**src/rtl/multicycle_ctrl.sv**
```systemverilog
// multicycle_ctrl: multi-cycle sequencer for the LEGv8 core.
// Steps each instruction through FETCH/DECODE/EXEC/MEM/WB over one shared
// memory port and drives the datapath strobes every cycle.
// Ports:
//   CLK, Reset_L         clock, async active-low reset
//   Opcode[10:0]         instruction bits [31:21] from the IR
//   Zero                 ALU zero flag (used in EXEC for CBZ)
//   mem_ready            memory completes the current request
//   mem_req/mem_we/mem_sel  memory request, write, address select (0 PC, 1 ALU)
//   ir_we, pc_we, pc_src IR load, PC load, PC source (0 PC+4, 1 branch target)
//   imm_sel[1:0]         immediate generator select
//   alu_src, alu_op[3:0] ALU operand-B select and operation
//   reg2loc, reg_we, mem_to_reg  register-file controls
//   busy                 low only in HALT
//   illegal              sticky undecodable-opcode flag
module multicycle_ctrl (
  input  logic        CLK,
  input  logic        Reset_L,
  input  logic [10:0] Opcode,
  input  logic        Zero,
  input  logic        mem_ready,
  output logic        mem_req,
  output logic        mem_we,
  output logic        mem_sel,
  output logic        ir_we,
  output logic        pc_we,
  output logic        pc_src,
  output logic [1:0]  imm_sel,
  output logic        alu_src,
  output logic [3:0]  alu_op,
  output logic        reg2loc,
  output logic        reg_we,
  output logic        mem_to_reg,
  output logic        busy,
  output logic        illegal
);

  typedef enum logic [2:0] {S_FETCH, S_DECODE, S_EXEC, S_MEM, S_WB, S_HALT} state_t;
  typedef enum logic [3:0] {C_ADD, C_SUB, C_AND, C_ORR, C_ADDI, C_SUBI,
                            C_LDUR, C_STUR, C_CBZ, C_B, C_ILL} cls_t;

  state_t      state, nxt;
  cls_t        cls;
  logic        ex_alu_src, ex_reg2loc;
  logic [1:0]  ex_imm_sel;
  logic [3:0]  ex_alu_op;

  // Instruction class from the IR opcode field.
  always_comb begin
    cls = C_ILL;
    casez (Opcode)
      11'b10001011000: cls = C_ADD;
      11'b11001011000: cls = C_SUB;
      11'b10001010000: cls = C_AND;
      11'b10101010000: cls = C_ORR;
      11'b1001000100?: cls = C_ADDI;
      11'b1101000100?: cls = C_SUBI;
      11'b11111000010: cls = C_LDUR;
      11'b11111000000: cls = C_STUR;
      11'b10110100???: cls = C_CBZ;
      11'b000101?????: cls = C_B;
      default:         cls = C_ILL;
    endcase
  end

  // EXEC-phase ALU/immediate controls; reused in MEM/WB to keep operands stable.
  always_comb begin
    ex_alu_src = 1'b0;
    ex_imm_sel = 2'b00;
    ex_alu_op  = 4'b0000;
    ex_reg2loc = 1'b0;
    case (cls)
      C_ADD:  ex_alu_op = 4'b0010;
      C_SUB:  ex_alu_op = 4'b0110;
      C_AND:  ex_alu_op = 4'b0000;
      C_ORR:  ex_alu_op = 4'b0001;
      C_ADDI: begin ex_alu_src = 1'b1; ex_alu_op = 4'b0010; end
      C_SUBI: begin ex_alu_src = 1'b1; ex_alu_op = 4'b0110; end
      C_LDUR: begin ex_alu_src = 1'b1; ex_imm_sel = 2'b01; ex_alu_op = 4'b0010; end
      C_STUR: begin
        ex_alu_src = 1'b1; ex_imm_sel = 2'b01; ex_alu_op = 4'b0010; ex_reg2loc = 1'b1;
      end
      C_CBZ:  begin ex_imm_sel = 2'b11; ex_alu_op = 4'b0111; ex_reg2loc = 1'b1; end
      C_B:    ex_imm_sel = 2'b10;
      default: ;
    endcase
  end

  // State register and sticky illegal flag.
  always_ff @(posedge CLK or negedge Reset_L) begin
    if (!Reset_L) begin
      state   <= S_FETCH;
      illegal <= 1'b0;
    end else begin
      state <= nxt;
      if (state == S_DECODE && cls == C_ILL) illegal <= 1'b1;
    end
  end

  // Next state.
  always_comb begin
    nxt = state;
    case (state)
      S_FETCH:  if (mem_ready) nxt = S_DECODE;
      S_DECODE: nxt = (cls == C_ILL) ? S_HALT : S_EXEC;
      S_EXEC: begin
        case (cls)
          C_B, C_CBZ:     nxt = S_FETCH;
          C_LDUR, C_STUR: nxt = S_MEM;
          C_ILL:          nxt = S_FETCH; // unreachable while the IR is stable
          default:        nxt = S_WB;
        endcase
      end
      S_MEM:    if (mem_ready) nxt = (cls == C_STUR) ? S_FETCH : S_WB;
      S_WB:     nxt = S_FETCH;
      S_HALT:   nxt = S_HALT;
      default:  nxt = S_FETCH;
    endcase
  end

  // Strobes: Moore on state, qualified by the opcode class.
  always_comb begin
    mem_req    = 1'b0;
    mem_we     = 1'b0;
    mem_sel    = 1'b0;
    ir_we      = 1'b0;
    pc_we      = 1'b0;
    pc_src     = 1'b0;
    imm_sel    = 2'b00;
    alu_src    = 1'b0;
    alu_op     = 4'b0000;
    reg2loc    = 1'b0;
    reg_we     = 1'b0;
    mem_to_reg = 1'b0;
    busy       = (state != S_HALT);
    case (state)
      S_FETCH: begin
        mem_req = 1'b1;
        ir_we   = mem_ready;
        pc_we   = mem_ready;
      end
      S_EXEC: begin
        alu_src = ex_alu_src;
        imm_sel = ex_imm_sel;
        alu_op  = ex_alu_op;
        reg2loc = ex_reg2loc;
        if (cls == C_B || (cls == C_CBZ && Zero)) begin
          pc_we  = 1'b1;
          pc_src = 1'b1;
        end
      end
      S_MEM: begin
        mem_req = 1'b1;
        mem_sel = 1'b1;
        mem_we  = (cls == C_STUR);
        alu_src = 1'b1;
        imm_sel = 2'b01;
        alu_op  = 4'b0010;
      end
      S_WB: begin
        reg_we     = 1'b1;
        mem_to_reg = (cls == C_LDUR);
        if (cls != C_LDUR) begin
          alu_src = ex_alu_src;
          imm_sel = ex_imm_sel;
          alu_op  = ex_alu_op;
        end
      end
      default: ;
    endcase
  end

endmodule

```
**config.mk**
```make
export PLATFORM = sky130hd
export DESIGN_NAME = multicycle_ctrl
export DESIGN_NICKNAME = d
export VERILOG_FILES = /design/src/rtl/multicycle_ctrl.sv
export SDC_FILE = /design/constraint.sdc
export NUM_CORES = 1
export LEC_CHECK = 0
export BUFFER_PORTS_ARGS = -buffer_cell sky130_fd_sc_hd__buf_2
export CORE_MARGIN = 2
export CORE_UTILIZATION = 44
export CTS_CLUSTER_SIZE = 14
export DETAILED_ROUTE_END_ITERATION = 8
export GPL_TIMING_DRIVEN = 0
export PLACE_DENSITY_LB_ADDON = 0.05
export SLEW_MARGIN = 30
export SYNTH_ARGS = -nofsm -noshare
export SYNTH_HDL_FRONTEND = slang
export SYNTH_SLANG_ARGS = --single-unit
```
**constraint.sdc**
```tcl
create_clock -name CLK -period 1.8 [get_ports CLK]
set_input_delay 0.18 -clock CLK [delete_from_list [all_inputs] [get_ports CLK]]
set_output_delay 0.18 -clock CLK [all_outputs]
set_load 0.1 [all_outputs]
```
==> results_tabular.tex, run 1 <==
\begin{tabular}{lr}
\hline
Metric & Value \\
\hline
\multicolumn{2}{l}{\textbf{Clocking}} \\
\quad Root buffer cell & sky130\_fd\_sc\_hd\_\_clkbuf\_4 \\
\quad Maximum buffer depth of the clock tree & 2 \\
\quad CTS buffer count & 3 \\
\quad Maximum level of the CTS H-tree & 1 \\
\quad TritonCTS Sinks & 4 \\
\multicolumn{2}{l}{\textbf{Yosys}} \\
\quad Unique masters post-synth & 40 \\
\quad Number of enable-type register cells in the synthesized netlist & 0 \\
\quad Number of warnings issued by yosys & 0 \\
\quad Share of synthesized flip-flops with an asynchronous set or reset & 1.00 \\
\quad Synthesized Nets & 102 \\
\quad Synth Register Bits & 4 \\
\quad Gate count of the mapped netlist & 87 \\
\quad Cell area after synthesis & 659 um2 \\
\quad Register area share after synthesis & 0.152 \\
\quad Dominant register cell in the synthesized netlist & sky130\_fd\_sc\_hd\_\_dfrtp\_1 \\
\quad Syn\_area\_per\_cell & 7.58 um2 \\
\multicolumn{2}{l}{\textbf{GRT}} \\
\quad Pin count of the biggest net entering global routing & 11 \\
\multicolumn{2}{l}{\textbf{STA}} \\
\quad Worst endpoint type & primary output \\
\quad Worst\_ep grt & alu\_op[0] \\
\multicolumn{2}{l}{\textbf{Placement}} \\
\quad Placed Instances & 133 \\
\quad Placed Instance Area & 1000 um2 \\
\quad Last weighted congestion value of the routability-driven placer & 0.811 \\
\quad Number of port buffers & 31 \\
\quad HPWL reported at the end of detailed placement & 1690 um \\
\multicolumn{2}{l}{\textbf{Outcome}} \\
\quad Result of the run & stopped before the end \\
\quad Stop stage & global routing \\
\quad Error message & [ERROR DPL-0038] Utilization greater than 100\%, impossible to legalize \\
\multicolumn{2}{l}{\textbf{Die}} \\
\quad DIE WIDTH & 42.7 um \\
\quad Vertical die dimension & 42.7 um \\
\quad Number of top-level design ports & 33 \\
\quad Starting density of the core & 0.488 \\
\quad Std cell rows & 13 \\
\hline
\end{tabular}
-- stage by stage --
stage,TNS [ps],hold slack [ps],worst slack (ps)
after floorplan,-2260,-116,-807
after global placement,-2400,-15.9,-364
after CTS,-279,268,-108
after detailed placement,-2640,-4.57,-380
-- synthesized netlist by cell type, types with 2 or more instances --
cell type,number,area share
sky130_fd_sc_hd__a21oi_1,6,0.046
sky130_fd_sc_hd__and3_1,2,0.019
sky130_fd_sc_hd__and4bb_2,2,0.038
sky130_fd_sc_hd__clkbuf_1,3,0.017
sky130_fd_sc_hd__dfrtp_1,4,0.15
sky130_fd_sc_hd__inv_1,2,0.011
sky130_fd_sc_hd__nand2_1,5,0.028
sky130_fd_sc_hd__nand2_2,3,0.028
sky130_fd_sc_hd__nand2b_1,4,0.038
sky130_fd_sc_hd__nand3b_1,2,0.023
sky130_fd_sc_hd__nand4bb_1,2,0.034
sky130_fd_sc_hd__nor2_1,11,0.063
sky130_fd_sc_hd__nor2b_1,3,0.028
sky130_fd_sc_hd__nor3_1,4,0.030
sky130_fd_sc_hd__nor3b_1,2,0.023
sky130_fd_sc_hd__nor4b_2,2,0.046
sky130_fd_sc_hd__nor4bb_1,2,0.030
sky130_fd_sc_hd__o21ai_0,4,0.030
sky130_fd_sc_hd__o2bb2ai_1,2,0.027
sky130_fd_sc_hd__o31ai_1,2,0.023
-- repair_timing --
item / CTS
pin swaps: 13
setup endpoints to repair: 12
gates resized for setup: 41
hold buffers: 1
setup buffers: 16
endpoints found under the hold margin: 4
-- cells by family after synthesis --
kind of cell,synth area share
AOI/OAI and AO/OA,0.226
xor gates and xnor gates,0.0133
buffers and inverters,0.0399
DFF,0.152
other,0.00569
and+or+nand+nor,0.564
==> inputs of run 2 (changes only) <==
CORE_AREA = 2 2 63 65   (was unset)
CORE_MARGIN = unset   (was 2)
CORE_UTILIZATION = unset   (was 44)
CTS_CLUSTER_SIZE = unset   (was 14)
DIE_AREA = 0 0 65 67   (was unset)
PLACE_DENSITY_LB_ADDON = 0.15   (was 0.05)
==> run 2 against run 1 <==
Effect of this change: the flow now finishes, with violations (negative setup slack); area after synthesis did not move; synthesized cell count did not move.
==> results_tabular.tex, run 2 <==
\begin{tabular}{lr}
\hline
Metric & Value \\
\hline
\multicolumn{2}{l}{\textbf{GRT}} \\
\quad Vias in the first global route & 874 \\
\quad Overall Global Routing Usage & 0.123 \\
\quad Initial antenna violation count & 0 \\
\quad Congestion Overflow GR & 0 \\
\quad Pin count of the biggest net entering global routing & 11 \\
\quad First-pass GRT wire length & 4070 um \\
\multicolumn{2}{l}{\textbf{Setup path}} \\
\quad R2r setup slk & 340 ps \\
\quad CP Data Arrival Time & 1740 ps \\
\quad Required time of the worst setup path & 1620 ps \\
\quad Classification of the worst setup path & in2out \\
\quad Critical path startpoint category & input pin \\
\quad CP max FO & 4 \\
\quad Kind of end point of the critical path & output port \\
\quad Cell count of the worst reg-to-reg path & 7 \\
\quad Startpoint of the lowest-slack register-to-register path & state[1] \\
\quad R2R Path End & state[2] \\
\multicolumn{2}{l}{\textbf{Placement}} \\
\quad Number of port buffers & 31 \\
\quad Last weighted congestion value of the routability-driven placer & 0.761 \\
\quad Placed Instance Area & 1040 um2 \\
\quad HPWL reported at the end of detailed placement & 1850 um \\
\multicolumn{2}{l}{\textbf{STA}} \\
\quad Post-Route Skew & 4.09 ps \\
\quad Achievable clock frequency & 520 MHz \\
\quad Measured slew at the worst slew-check pin & 776 ps \\
\quad Fin crit share & 1.07 \\
\quad Max-slew headroom & 0.477 \\
\quad Setup tns final & -343 ps \\
\quad Final setup violating endpoints & 6 \\
\quad Fin. Hold Viols & 0 \\
\quad Final max-slew violation count & 0 \\
\quad Worst-case setup margin in the final layout & -122 ps \\
\quad Hold WS & 301 ps \\
\quad Unrepaired setup endpoints after global routing & yes \\
\quad Min Clock Period, post-route & 1920 ps \\
\multicolumn{2}{l}{\textbf{Final layout}} \\
\quad Number of antenna cells inserted & 0 \\
\quad Post-layout utilization of the core & 0.408 \\
\quad Most common cell after layout, fill and taps aside & sky130\_fd\_sc\_hd\_\_buf\_4 \\
\quad Most frequent cells in the layout & sky130\_fd\_sc\_hd\_\_buf\_4 (15), sky130\_fd\_sc\_hd\_\_buf\_2 (14), sky130\_fd\_sc\_hd\_\_buf\_12 (10) \\
\quad Largest registers & state x3, illegal x1 \\
\quad Layout Cell Area excl Fill & 1470 um2 \\
\quad Area delta synth->final & 123\% \\
\quad Nets & 156 \\
\quad Largest reg by FF count & state \\
\quad Fraction of final layout cells with drive strength greater than 1 & 0.662 \\
\quad Number of flip-flops under the largest register name & 3 \\
\multicolumn{2}{l}{\textbf{Yosys}} \\
\quad Unique masters post-synth & 40 \\
\quad Share of synthesized flip-flops with an asynchronous set or reset & 1.00 \\
\quad Top cell type by total area after synthesis & sky130\_fd\_sc\_hd\_\_dfrtp\_1 \\
\quad Synth cell count leaders & sky130\_fd\_sc\_hd\_\_nor2\_1 (11), sky130\_fd\_sc\_hd\_\_a21oi\_1 (6), sky130\_fd\_sc\_hd\_\_nand2\_1 (5) \\
\quad Dominant register cell in the synthesized netlist & sky130\_fd\_sc\_hd\_\_dfrtp\_1 \\
\quad Synth Register Bits & 4 \\
\quad Synth area leaders & sky130\_fd\_sc\_hd\_\_dfrtp\_1 (15\%), sky130\_fd\_sc\_hd\_\_nor2\_1 (6.3\%), sky130\_fd\_sc\_hd\_\_a21oi\_1 (4.6\%) \\
\quad Cell area after synthesis & 659 um2 \\
\quad Gate count of the mapped netlist & 87 \\
\quad Syn\_area\_per\_cell & 7.58 um2 \\
\quad Number of enable-type register cells in the synthesized netlist & 0 \\
\quad Register area share after synthesis & 0.152 \\
\quad Area share of the largest cell type after synthesis & 0.152 \\
\quad Synthesized Nets & 102 \\
\quad Most frequent cell after synthesis & sky130\_fd\_sc\_hd\_\_nor2\_1 \\
\quad Number of warnings issued by yosys & 0 \\
\multicolumn{2}{l}{\textbf{Power}} \\
\quad Combinational fraction of design power & 0.732 \\
\quad Leakage power summed over all cells & 0.609 nW \\
\quad Power per cell area & 804 nW/um2 \\
\quad Net switching fraction of the power & 0.548 \\
\quad Internal power & 0.534 mW \\
\quad IR drop worst, VDD & 0.248 mV \\
\quad Post-route total power & 1.18 mW \\
\quad Relative contribution of the clock network to total power & 0.156 \\
\quad Net switching component of the power & 0.648 mW \\
\quad Seq pwr share & 0.113 \\
\multicolumn{2}{l}{\textbf{Clocking}} \\
\quad Maximum level of the CTS H-tree & 1 \\
\quad Clock-pin slew on the worst setup and hold paths & 30 ps \\
\quad TritonCTS Sinks & 4 \\
\quad Maximum buffer depth of the clock tree & 2 \\
\quad Clock tree from TritonCTS & built \\
\quad CTS buffer count & 3 \\
\quad Skew-Pair Late Insertion Delay & 210 ps \\
\quad Root buffer cell & sky130\_fd\_sc\_hd\_\_clkbuf\_8 \\
\multicolumn{2}{l}{\textbf{Die}} \\
\quad Die area & 4360 um2 \\
\quad DIE WIDTH & 65 um \\
\quad Number of top-level design ports & 33 \\
\quad CORE AREA & 3610 um2 \\
\quad Vertical die dimension & 67 um \\
\quad Starting density of the core & 0.183 \\
\quad Std cell rows & 22 \\
\multicolumn{2}{l}{\textbf{Run}} \\
\quad Max-capacitance violation count & 0 \\
\multicolumn{2}{l}{\textbf{Route}} \\
\quad Starting DRT DRC Count & 20 \\
\quad DR vias & 829 \\
\quad Overall routed net length & 2380 um \\
\quad Post-route antenna net violation count & 0 \\
\quad Post-DR vias/cell & 4.43 \\
\quad Remaining DRCs & 0 \\
\quad Initial DRT Pass Iterations & 4 \\
\quad Drt wl/cell & 12.7 um \\
\multicolumn{2}{l}{\textbf{Outcome}} \\
\quad Result of the run & finished, violations left \\
\quad Violations in the final reports & negative setup slack \\
\multicolumn{2}{l}{\textbf{Min path}} \\
\quad Worst min-delay path category & in2async \\
\hline
\end{tabular}
-- run 2: cell counts after synthesis --
Identical to the previous run, type by type.
-- run 2: what timing repair did --
action                                  4_1_cts  5_1_grt
pin swaps                                    10       10
endpoints found under the setup margin       12       12
gates resized for setup                      45       17
buffers inserted                             12        5
hold buffers                                  1        0
hold endpoints to repair                      4        0
-- run 2: area by class of cell --
class                      count  area, um2
timing repair buffer          49        494
clock buffer                   3       41.3
buffer                         4       41.3
multi-input combinational     77        722
tap                           48       60.1
sequential                     4        100
inverter                       2       11.3
fill                         366       2140
-- run 2: power by group through the flow --
| stage | Clock (mW) | Sequential [mW] | Combinational [mW] |
|---|---|---|---|
| 2_1_floorplan | 0 | 0.130 | 0.621 |
| 3_3_place_gp | 0 | 0.134 | 0.735 |
| 3_5_place_dp | 0 | 0.135 | 0.737 |
| 4_1_cts | 0.195 | 0.134 | 0.850 |
| 5_1_grt | 0.200 | 0.138 | 0.913 |
| 6_report | 0.184 | 0.133 | 0.865 |
-- run 2: through the flow --
step | instances | setup slack, ps
detailed placement | 166 | -478
global route | 187 | -182
global placement | 166 | -464
CTS | 182 | -117
floorplan | 87 | -807
finish | 187 | -122
-- run 2: worst max-delay path: stages --
cell	delay (ps)
sky130_fd_sc_hd__buf_8	100
sky130_fd_sc_hd__or3b_4	430
sky130_fd_sc_hd__a211oi_4	250
sky130_fd_sc_hd__nand2_2	110
sky130_fd_sc_hd__a311oi_4	320
sky130_fd_sc_hd__or2_4	190
sky130_fd_sc_hd__buf_12	160
-- run 2: how the worst max path moves through the flow --
stage,from,to,slack [ps],depth (start not counted)
2_1_floorplan,Opcode[6],pc_we,-810,5
3_3_place_gp,Opcode[6],pc_we,-460,7
3_5_place_dp,Opcode[6],pc_we,-480,7
4_1_cts,Opcode[4],pc_we,-120,7
5_1_grt,Opcode[4],pc_we,-180,7
6_report,Opcode[4],pc_we,-120,7
-- run 2: routing by layer --
| metal | global-route usage | up-vias | wire, um |
|---|---|---|---|
| li1 | - | 427 | - |
| met1 | 0.149 | 377 | 1060 |
| met2 | 0.213 | 23 | 1170 |
| met3 | 0.0389 | 2 | 142 |
| met4 | 0.0239 | 0 | 9 |
| met5 | 0 | - | 0 |
-- run 2: logic make-up after synthesis --
logic type,share of synthesized area
buffers and inverters,0.0399
flip-flops,0.152
other,0.00569
AND/OR/NAND/NOR,0.564
XOR/XNOR,0.0133
AO/OA/AOI/OAI,0.226
No activity file was read; power rests on OpenSTA's default activity.
